## config.mk

```make
export PLATFORM = sky130hd
export DESIGN_NAME = alu_muldiv_seq
export DESIGN_NICKNAME = d
export VERILOG_FILES = /design/src/rtl/alu_muldiv_seq.sv
export SDC_FILE = /design/constraint.sdc
export NUM_CORES = 1
export LEC_CHECK = 0
export ABC_AREA = 1
export BUFFER_PORTS_ARGS = -buffer_cell sky130_fd_sc_hd__buf_2
export CAP_MARGIN = 15
export CELL_PAD_IN_SITES_DETAIL_PLACEMENT = 1
export CELL_PAD_IN_SITES_GLOBAL_PLACEMENT = 1
export CORE_MARGIN = 2
export CORE_UTILIZATION = 34
export DETAILED_ROUTE_END_ITERATION = 16
export GPL_TIMING_DRIVEN = 0
export MAX_ROUTING_LAYER = met4
export PLACE_DENSITY_LB_ADDON = 0.1
export SLEW_MARGIN = 20
export SYNTH_ARGS = -nofsm -noshare
export SYNTH_HDL_FRONTEND = slang
export SYNTH_SLANG_ARGS = --single-unit
export TNS_END_PERCENT = 10
```

## constraint.sdc

```tcl
create_clock -name clk_i -period 2.06 [get_ports clk_i]
set_clock_uncertainty 0.05 [all_clocks]
set_input_delay 0.309 -clock clk_i [delete_from_list [all_inputs] [get_ports clk_i]]
set_output_delay 0.309 -clock clk_i [all_outputs]
set_load 0.02 [all_outputs]
```

## src/rtl/alu_muldiv_seq.sv

```systemverilog
// Multi-cycle unsigned MULTU/DIVU sequencer that borrows the shared 32-bit ALU adder.
// Build option: define MULDIV_DIV_EN to include restoring division; otherwise DIVU completes at once with zero results.
module alu_muldiv_seq (
  input  logic        clk_i,
  input  logic        rst_n,
  input  logic        start_i,
  input  logic        op_i,
  input  logic [31:0] a_i,
  input  logic [31:0] b_i,
  output logic [31:0] alu_src1_o,
  output logic [31:0] alu_src2_o,
  output logic [3:0]  alu_ctrl_o,
  input  logic [31:0] alu_result_i,
  output logic        busy_o,
  output logic        done_o,
  output logic [31:0] hi_o,
  output logic [31:0] lo_o,
  output logic        dz_o
);

  localparam logic [3:0] ALU_ADD = 4'b0010;
  localparam logic [3:0] ALU_SUB = 4'b0110;

  typedef enum logic [1:0] {
    S_IDLE = 2'd0,
    S_MUL  = 2'd1,
    S_DIV  = 2'd2,
    S_DONE = 2'd3
  } state_t;

  state_t      r_state;
  logic [4:0]  r_cnt;
  logic [31:0] r_hi;
  logic [31:0] r_lo;
  logic [31:0] r_opnd;
  logic        r_dz;

  logic [31:0] w_src1;
  logic [31:0] w_src2;
  logic [3:0]  w_ctrl;
  logic        w_carry;

  // Carry out of the 32-bit add is recovered from unsigned wrap-around.
  assign w_carry = (alu_result_i < r_hi);

`ifdef MULDIV_DIV_EN
  logic [31:0] w_sh;
  logic        w_ge;

  // HI[31] set means the shifted remainder exceeds 32 bits, so it always covers D.
  assign w_sh = {r_hi[30:0], r_lo[31]};
  assign w_ge = r_hi[31] | (w_sh >= r_opnd);
`endif

  always_comb begin
    w_src1 = 32'd0;
    w_src2 = 32'd0;
    w_ctrl = 4'b0000;
    case (r_state)
      S_MUL: begin
        w_src1 = r_hi;
        w_src2 = r_lo[0] ? r_opnd : 32'd0;
        w_ctrl = ALU_ADD;
      end
`ifdef MULDIV_DIV_EN
      S_DIV: begin
        w_src1 = w_sh;
        w_src2 = r_opnd;
        w_ctrl = ALU_SUB;
      end
`endif
      default: begin
        w_src1 = 32'd0;
        w_src2 = 32'd0;
        w_ctrl = 4'b0000;
      end
    endcase
  end

  always_ff @(posedge clk_i or negedge rst_n) begin
    if (!rst_n) begin
      r_state <= S_IDLE;
      r_cnt   <= 5'd0;
      r_hi    <= 32'd0;
      r_lo    <= 32'd0;
      r_opnd  <= 32'd0;
      r_dz    <= 1'b0;
    end else begin
      case (r_state)
        S_IDLE, S_DONE: begin
          if (start_i) begin
            r_cnt  <= 5'd0;
            r_dz   <= 1'b0;
            r_opnd <= b_i;
            if (!op_i) begin
              r_hi    <= 32'd0;
              r_lo    <= a_i;
              r_state <= S_MUL;
            end else begin
`ifdef MULDIV_DIV_EN
              if (b_i == 32'd0) begin
                r_hi    <= a_i;
                r_lo    <= 32'hFFFF_FFFF;
                r_dz    <= 1'b1;
                r_state <= S_DONE;
              end else begin
                r_hi    <= 32'd0;
                r_lo    <= a_i;
                r_state <= S_DIV;
              end
`else
              r_hi    <= 32'd0;
              r_lo    <= 32'd0;
              r_state <= S_DONE;
`endif
            end
          end else begin
            r_state <= S_IDLE;
          end
        end
        S_MUL: begin
          // Shift-add: the sum's carry and LSB fall into HI/LO as the pair shifts right.
          r_hi  <= {w_carry, alu_result_i[31:1]};
          r_lo  <= {alu_result_i[0], r_lo[31:1]};
          r_cnt <= r_cnt + 5'd1;
          if (r_cnt == 5'd31) r_state <= S_DONE;
        end
`ifdef MULDIV_DIV_EN
        S_DIV: begin
          r_hi  <= w_ge ? alu_result_i : w_sh;
          r_lo  <= {r_lo[30:0], w_ge};
          r_cnt <= r_cnt + 5'd1;
          if (r_cnt == 5'd31) r_state <= S_DONE;
        end
`endif
        default: r_state <= S_IDLE;
      endcase
    end
  end

  assign alu_src1_o = w_src1;
  assign alu_src2_o = w_src2;
  assign alu_ctrl_o = w_ctrl;
  assign busy_o     = (r_state == S_MUL) || (r_state == S_DIV);
  assign done_o     = (r_state == S_DONE);
  assign hi_o       = r_hi;
  assign lo_o       = r_lo;
  assign dz_o       = r_dz;

endmodule

```

==> reports/qor.txt <==
CTS Buffer Depth -> 2
Core Area -> 0.0157 mm²
Avg Cell Area, Syn -> 8.13 µm²
Post-DRT Antenna Nets -> 0
worst skew pair latency -> 0.35 ns
status -> completed
Sink Count -> 103
final hold violations -> 0
fin crit period -> 2.01 ns
unrepaired setup endpoints after global routing -> yes
post-synth cell types -> 26
Syn. warnings -> 0
register area share after synthesis -> 0.477
global-route wire length before repair -> 27400 µm
die area -> 0.0169 mm²
Hold Path Origin -> b_i[9]
max cap viols -> 0
total global-route track usage -> 0.211
CP max FO -> 10
Remaining DRCs -> 0
Finished Core Util -> 0.470
Seq cells post-synth -> 103
antenna violations before repair -> 0
CP Capture Type -> output pin
number of global-route vias before repair -> 5517
drt pass-1 iters -> 5
Num CTS Buffers -> 9
CP Launch Type -> register
DRT iter0 DRCs -> 218
Initial Utilization -> 0.344
post-place setup slack -> -0.262 ns
r2r setup slk -> 0.22 ns
vias -> 5387
Die W -> 130 µm
pwr dens -> 1500 mW/mm²
final setup violation count -> 0
Critical Path End -> alu_src2_o[4]
final slew viol count -> 0
row count -> 46
R2R depth -> 9
Vias per Instance -> 4.74
Root Driver -> clkbuf_16
Worst Setup Path Type -> register to output pin
wire per inst -> 15.3 µm
CP Buf/Inv Count -> 4
CP arrival -> 1.66 ns
FMAX -> 496 MHz
maximum number of pins on one net before global-route repair -> 67
port buffer count -> 230
CP Cell Sequence -> inv_2 > ha_4 > buf_12 > nand2_4 > clkbuf_8 > nor2_1 > buf_4
Area Growth Syn to Fin -> 36.5%
Reg-to-Reg End -> lo_o[25]$_DFFE_PN0P_
Largest stage delay, worst path -> 0.41 ns
most frequent cells in the layout -> buf_2, inv_1, nand2_1
CTS tree -> done
io pins -> 235
fill count -> 1978
crit share post-route -> 0.978
CP Data Required Time -> 1.70 ns
Crit-path slowest cell -> dfrtp_1
share of cells above drive strength 1 -> 0.329
worst setup margin -> 0.0457 ns
crit path launch -> r_state[1]$_DFFE_PN0P_
Leak -> 0.00428 µW
mapped cell area -> 0.00541 mm²
GRT overflow -> 0
Nets -> 1050
Reg-to-Reg Start -> r_state[1]$_DFFE_PN0P_
die height -> 130 µm
number of H-tree levels -> 3
global placement routability congestion -> 0.832
worst ir drop on vdd -> 515 µV
Post-DP HPWL -> 13400 µm
CTS clk-pin slew, worst paths -> 0.07 ns
Setup TNS -> 0 ns
Levels on crit path -> 7
most common cell after layout, fill and taps aside -> buf_2
WL final -> 17400 µm
Worst path top cell family by delay -> buffers and inverters
post-synthesis cell count -> 665
hold crit path type -> input pin to register
[worst min-delay path: stages]
cell	delay (ns)
buf_2	0.07
nor2_1	0.03
a21oi_1	0.10
[layout make-up]
cell class / instances / area, µm² / area share
sequential: 103 / 2580 / 0.349
multi-input combinational: 417 / 2290 / 0.310
timing repair buffer: 235 / 1260 / 0.171
inverter: 107 / 404 / 0.0548
clock buffer: 14 / 284 / 0.0385
buffer: 41 / 277 / 0.0375
tap: 216 / 270 / 0.0366
clock inverter: 2 / 12.5 / 0.00170
antenna: 1 / 2.50 / 0.000339
[synth_stat cells]
cell,number,area share
a22oi_1,32,0.044
dfrtp_1,103,0.48
clkbuf_1,12,0.0083
o21ai_1,21,0.019
nand3b_1,1,0.0014
nor2_1,71,0.049
buf_4,5,0.0069
buf_6,2,0.0042
inv_1,105,0.073
nor3b_1,1,0.0014
o21a_1,2,0.0028
conb_1,1,0.00069
nor3_1,2,0.0019
and3_1,1,0.0012
nand2_2,2,0.0023
nand4_1,2,0.0023
buf_1,6,0.0042
nand2_1,106,0.074
o22ai_1,2,0.0023
o21ai_0,46,0.043
nand3_1,34,0.031
inv_2,2,0.0014
ha_1,36,0.083
buf_2,16,0.015
or2_2,1,0.0012
a21oi_1,53,0.049
[how the worst min path moves through the flow]
stage          depth (start not counted)                endpoint
2_1_floorplan                          0     hi_o[0]$_DFFE_PN0P_
3_3_place_gp                           2    r_cnt[4]$_DFFE_PN0P_
3_5_place_dp                           1  r_opnd[23]$_DFFE_PN0P_
4_1_cts                                3  r_opnd[23]$_DFFE_PN0P_
5_1_grt                                3   r_opnd[9]$_DFFE_PN0P_
6_report                               3   r_opnd[9]$_DFFE_PN0P_
[flip-flops by register name, summed over array words and instances, names as in the netlist]
signal   cells
hi_o        32
lo_o        32
r_opnd      32
r_cnt        5
r_state      2
[per-stage QoR]
step,total power [µW],std cells,hold slack [ns],area (µm²)
floorplan,7100,668,-0.0366,5420
global placement,8910,1114,0.411,6840
detailed placement,9200,1115,0.202,6870
CTS,11100,1133,0.144,7280
global route,12100,1135,0.167,7380
finish,11100,1136,0.156,7380
[cells by family (layout without fill, tap and decap cells)]
| family | count (synthesis) | in the layout | share of synthesized area |
|---|---|---|---|
| and+or+nand+nor | 221 | 221 | 0.166 |
| DFF | 103 | 103 | 0.477 |
| adders and majority gates | 36 | 36 | 0.0833 |
| other | 1 | 5 | 0.000694 |
| buffers and inverters | 148 | 399 | 0.113 |
| AOI/OAI and AO/OA | 156 | 156 | 0.161 |
[report_power, final]
| group | internal, µW | switching, µW | leakage [µW] |
|---|---|---|---|
| combinational | 2030 | 4010 | 0.00286 |
| sequential | 2850 | 489 | 0.00127 |
| clock | 952 | 768 | 0.000145 |
[repair_timing]
item / in CTS / in global routing
endpoints found under the hold margin: 37 / 0
gates resized for setup: 35 / 27
setup buffers: 1 / 2
cloned: 0 / 0
hold buffers: 1 / 0
endpoints found under the setup margin: 64 / 113
[routing by layer]
metal  wire (µm)  track usage  vias to the layer above
met5           0            -                        -
met4         323       0.0753                        0
met3         811       0.0316                       21
met2        8430        0.342                      138
met1        7840        0.271                     2601
li1            -            -                     2627
Power figures use the tool's default switching activity.
